<file path="src/rtl/serial_adder.sv">
`timescale 1ns/1ps
// serial_adder: bit-serial WIDTH-bit adder built around one full-adder cell.
// Operands are captured on an accepted start, then fed LSB first through the
// cell, one bit per clock, with the cell carry held in a one-bit register.
// The result is published on the last bit edge and held until the next one.
module serial_adder #(
  parameter int WIDTH = 8,
  parameter int CNT_W = $clog2(WIDTH + 1)
) (
  input  logic             clk,
  input  logic             rst_n,
  input  logic             start,
  input  logic [WIDTH-1:0] a,
  input  logic [WIDTH-1:0] b,
  input  logic             cin,
  output logic             busy,
  output logic             done,
  output logic [WIDTH-1:0] sum,
  output logic             carry_out,
  output logic             overflow
);

  typedef enum logic [1:0] {
    S_IDLE = 2'd0,
    S_RUN  = 2'd1,
    S_DONE = 2'd2
  } state_t;

  // Counter value on the edge that processes the MSB.
  localparam logic [CNT_W-1:0] LAST_CNT = CNT_W'(WIDTH - 1);

  state_t           r_state;
  state_t           w_state_next;

  logic [WIDTH-1:0] r_a_sh;
  logic [WIDTH-1:0] r_b_sh;
  logic [WIDTH-1:0] r_s_sh;
  logic             r_c;
  logic [CNT_W-1:0] r_cnt;

  logic [WIDTH-1:0] r_sum;
  logic             r_carry_out;
  logic             r_overflow;

  logic             w_fa_sum;
  logic             w_fa_carry;
  logic [WIDTH-1:0] w_s_next;
  logic             w_accept;
  logic             w_run;
  logic             w_last;

  // One-bit full-adder cell on the current operand LSBs and the carry register.
  assign w_fa_sum   = r_a_sh[0] ^ r_b_sh[0] ^ r_c;
  assign w_fa_carry = (r_a_sh[0] & r_b_sh[0]) | (r_c & (r_a_sh[0] ^ r_b_sh[0]));

  // Sum bits enter at the MSB and move right, so after WIDTH shifts the
  // first (LSB) sum bit lands in bit 0.
  generate
    if (WIDTH == 1) begin : g_s_w1
      assign w_s_next = w_fa_sum;
    end else begin : g_s_wn
      assign w_s_next = {w_fa_sum, r_s_sh[WIDTH-1:1]};
    end
  endgenerate

  assign w_accept = (r_state == S_IDLE) && start;
  assign w_run    = (r_state == S_RUN);
  assign w_last   = (r_cnt == LAST_CNT);

  // State register.
  always_ff @(posedge clk or negedge rst_n) begin
    // NOTE: clocked state uses non-blocking (<=) so every register samples
    // pre-edge values; blocking here would create order-dependent races.
    if (!rst_n) begin
      r_state <= S_IDLE;
    end else begin
      r_state <= w_state_next;
    end
  end

  // Next-state decode and the busy/done status outputs.
  always_comb begin
    // NOTE: every output of this block gets a default first, so no path
    // leaves a signal unassigned and no latch is inferred.
    w_state_next = r_state;
    busy         = 1'b0;
    done         = 1'b0;
    case (r_state)
      S_IDLE: begin
        if (start) w_state_next = S_RUN;
      end
      S_RUN: begin
        busy = 1'b1;
        if (w_last) w_state_next = S_DONE;
      end
      S_DONE: begin
        done         = 1'b1;
        w_state_next = S_IDLE;
      end
      default: w_state_next = S_IDLE;
    endcase
  end

  // Operand capture, serial shifting, carry register and bit counter.
  always_ff @(posedge clk or negedge rst_n) begin
    // NOTE: the shift registers are cleared on reset like any other flop,
    // so an abandoned operation leaves no stale bits behind.
    if (!rst_n) begin
      r_a_sh <= '0;
      r_b_sh <= '0;
      r_s_sh <= '0;
      r_c    <= 1'b0;
      r_cnt  <= '0;
    end else if (w_accept) begin
      r_a_sh <= a;
      r_b_sh <= b;
      r_c    <= cin;
      r_cnt  <= '0;
    end else if (w_run) begin
      r_a_sh <= r_a_sh >> 1;
      r_b_sh <= r_b_sh >> 1;
      r_s_sh <= w_s_next;
      r_c    <= w_fa_carry;
      r_cnt  <= r_cnt + CNT_W'(1);
    end
  end

  // Result registers: updated only on the final bit edge, held otherwise.
  // r_c is the carry into the MSB on that edge, giving signed overflow.
  always_ff @(posedge clk or negedge rst_n) begin
    if (!rst_n) begin
      r_sum       <= '0;
      r_carry_out <= 1'b0;
      r_overflow  <= 1'b0;
    end else if (w_run && w_last) begin
      r_sum       <= w_s_next;
      r_carry_out <= w_fa_carry;
      r_overflow  <= r_c ^ w_fa_carry;
    end
  end

  assign sum       = r_sum;
  assign carry_out = r_carry_out;
  assign overflow  = r_overflow;

endmodule

</file>
<file path="config.mk">
export PLATFORM = sky130hd
export DESIGN_NAME = serial_adder
export DESIGN_NICKNAME = d
export VERILOG_FILES = /design/src/rtl/serial_adder.sv
export SDC_FILE = /design/constraint.sdc
export NUM_CORES = 1
export LEC_CHECK = 0
export ABC_AREA = 1
export BUFFER_PORTS_ARGS = -buffer_cell sky130_fd_sc_hd__buf_2
export CORE_MARGIN = 2
export CORE_UTILIZATION = 30
export CTS_CLUSTER_DIAMETER = 30
export CTS_CLUSTER_SIZE = 25
export DETAILED_ROUTE_END_ITERATION = 8
export GPL_TIMING_DRIVEN = 0
export SYNTH_ARGS = -nofsm -noshare
export SYNTH_HDL_FRONTEND = slang
export SYNTH_SLANG_ARGS = --single-unit
</file>
<file path="constraint.sdc">
create_clock -name clk -period 2.2 [get_ports clk]
set_clock_uncertainty 0.2 [all_clocks]
set_input_delay 0.44 -clock clk [delete_from_list [all_inputs] [get_ports clk]]
set_output_delay 0.44 -clock clk [all_outputs]
set_load 0.02 [all_outputs]
</file>
==> impl_metrics.py <==
metrics = {
    "timing": {
        "period_share_pct": 87.8,
        "finalCriticalPeriod_ns": 1.93,
        "rsz0062_at_grt": "false",
        "hold_viol_final": 0,
        "tns_ns": 0,
        "tightest_slew_ns": 0.894,
        "max_freq_mhz": 518,
        "relSlewSlack_pct": 40.4,
        "final-setup-viol-count": 0,
        "slew_violations": 0,
    },
    "power_and_ir_drop": {
        "fin_total_pwr_uw": 2830,
        "power.internal_uw": 1710,
        "leakage_uw": 0.00107,
        "p_per_area_nw_per_um2": 1360,
        "power_frac_comb_pct": 38.2,
        "swShare_pct": 39.4,
        "vdd_drop_max_mv": 0.542,
        "p_sw_uw": 1110,
        "seqPwrFrac_pct": 44.2,
        "pwr-share-clk_pct": 17.6,
    },
    "global_route": {
        "grtUsageMet1_pct": 16.2,
        "grt_use_met3_pct": 3.37,
        "gr-usage-met2_pct": 20.8,
        "grt_pass1_wl_mm": 6.27,
        "grt-busiest-layer": "met2",
        "grt_max_degree": 41,
        "gr-total-overflow": 0,
        "antenna_found_initial": 0,
        "grt_use_total_pct": 12.7,
        "grt_pass1_vias": 1381,
    },
    "clock_network": {
        "clk_path_buf_depth": 2,
        "postCtsHoldBufs": 0,
        "cts_setup_buffers": 0,
        "ctsHtreeMaxLevel": 2,
        "cts_tree": "built",
        "cts_resized": 0,
        "cts-root-buf": "clkbuf_8",
        "clock-sinks": 40,
        "path_clk_slew_ns": 0.07,
        "cts_inserted_buffers": 5,
        "insertion_delay_ns": 0.29,
    },
    "critical_path": {
        "path_class": "reg2out",
        "arrival_ns": 1.29,
        "startpoint_type": "register",
        "worstPathMaxFanout": 10,
        "critPathSlowestCell": "dfrtp_1",
        "path_cells": "nand2_4 > inv_4 > buf_6 > buf_2",
        "critPathMaxStageDelay_ns": 0.46,
        "critical_path.top_delay_family": "flip-flops",
        "critical_path_required_ns": 1.56,
        "cp-end-kind": "output port",
        "worstPathBufferInverterCount": 3,
    },
    "drt": {
        "route.detailed.drc": 0,
        "drt_iter0_markers": 100,
        "drt-total-wl_mm": 3.56,
        "vias_per_cell": 4.47,
        "avgRoutedWirePerCell_um": 11.7,
        "vias": 1363,
        "ant_nets": 0,
        "dr.pass1.iters": 4,
    },
    "synth": {
        "synthDistinctLibCells": 20,
        "netlist_area_sq_um": 1740,
        "synthCells": 194,
        "synthTopCellsByArea": "dfrtp_1, nand2_1, nand3_1",
        "synth_nets": 216,
        "synth_area_per_cell_sq_um": 8.95,
        "yosysWarnings": 0,
        "synth_top_area_share_pct": 57.6,
        "synth.largest_area_cell": "dfrtp_1",
        "ys_seq_elements": 40,
        "synth_seq_area_share_pct": 57.6,
    },
    "floorplan": {
        "die_h_um": 80.1,
        "dieArea_sq_um": 6410,
        "core-area_sq_um": 5540,
        "die_width_um": 80.1,
        "start_util_pct": 31.3,
        "fp-row-count": 27,
        "io_pins": 32,
    },
    "outcome": {
        "status": "finished clean",
    },
    "layout": {
        "area_delta_synth_final_pct": 19.3,
        "layout-drive-gt1-share_pct": 22.7,
        "antenna_cells": 0,
        "layout.cells.non_filler": 305,
        "mostFrequentLayoutCell": "nand2_1",
        "n_fill_cell": 615,
        "most-common-layout-cells": "nand2_1, dfrtp_1, nand3_1",
        "nets": 254,
    },
    "hold_path": {
        "hold_path.class": "in2async",
    },
    "place": {
        "place_inst": 297,
        "hpwl_mm": 2.43,
        "io_buffers": 31,
        "gp_congestion": 0.735,
    },
    "flow_run": {
        "max_cap_violations": 0,
    },
}
==> sequential cells by signal (all words and copies together), names as in the netlist <==
signal	flops
r_b_sh	8
sum	8
r_c	1
r_s_sh	7
r_state	2
overflow	1
carry_out	1
r_a_sh	8
r_cnt	4
==> through the flow <==
| stage | util (%) | cell area [sq um] | hold slack (ns) | worst slack, ns |
|---|---|---|---|---|
| after floorplan | - | 1740 | -0.0556 | 0.779 |
| after global placement | 35.8 | 1980 | 0.252 | 0.580 |
| after detailed placement | 35.8 | 1980 | 0.262 | 0.575 |
| after CTS | 37.4 | 2070 | 0.0982 | 0.250 |
| after global routing | 37.4 | 2070 | 0.151 | 0.194 |
| final | 37.4 | 2070 | 0.0683 | 0.269 |
==> kinds of logic after synthesis <==
family	after synthesis	synth area share (%)
flip-flops	40	57.6
adder cells (fa/ha/maj)	2	1.87
XOR/XNOR	1	0.504
AO/OA/AOI/OAI	9	2.74
AND/OR/NAND/NOR	127	32.0
buffers and inverters	15	5.26
==> worst paths after layout <==
path | start | end | slack, ns | cells after the start
max | r_state[0] | busy | 0.27 | 4
min | rst_n | sum[2] | 0.07 | 1
max reg2reg | r_cnt[0] | sum[7] | 0.70 | 6
min reg2reg | r_s_sh[7] | sum[6] | 0.28 | 2
max in group asynchronous | rst_n | r_b_sh[7] | 1.17 | 1
min in group clk | a[7] | r_a_sh[7] | 0.14 | 3
==> worst reg2reg max path, stage by stage, from the launching register on <==
cell and delay, ns:
dfrtp_1 0.41, ha_1 0.21, nand2_1 0.07, nor2_1 0.16
nand2_2 0.18, nand2_1 0.10, nand2_1 0.06
==> power groups by stage <==
stage / combinational [uW] / sequential (uW) / clock, uW
after global placement: 1080 / 1250 / 0
after floorplan: 692 / 1340 / 0
after CTS: 1100 / 1260 / 519
after global routing: 1250 / 1300 / 543
after detailed placement: 1100 / 1270 / 0
final: 1080 / 1250 / 496
==> cells in the mapped netlist <==
cell / n
inv_2: 1
o21ai_0: 4
fa_1: 1
inv_4: 1
o21ai_1: 4
nand4_1: 1
nor2_4: 2
xor2_1: 1
buf_6: 3
nand3_1: 39
buf_2: 5
nor2_1: 3
nand2_1: 79
dfrtp_1: 40
buf_4: 1
o21bai_1: 1
inv_1: 4
nand2_4: 1
ha_1: 1
nand2_2: 2
==> final cells by class <==
class | count | area (sq um) | share of cell area, %
inverter | 6 | 25.0 | 1.21
buffer | 9 | 66.3 | 3.20
sequential | 40 | 1000 | 48.3
clock buffer | 8 | 90.1 | 4.35
multi-input combinational | 139 | 644 | 31.1
timing repair buffer | 31 | 155 | 7.49
tap | 72 | 90.1 | 4.35
==> per-layer routing <==
metal | up-vias | part of all wire, % | wire length (um)
met1 | 618 | 48 | 1720
met3 | 6 | 5.6 | 200
met5 | - | 0 | 0
met4 | 0 | 1.2 | 43
met2 | 37 | 45 | 1600
li1 | 702 | - | -
Power figures use the tool's default switching activity.
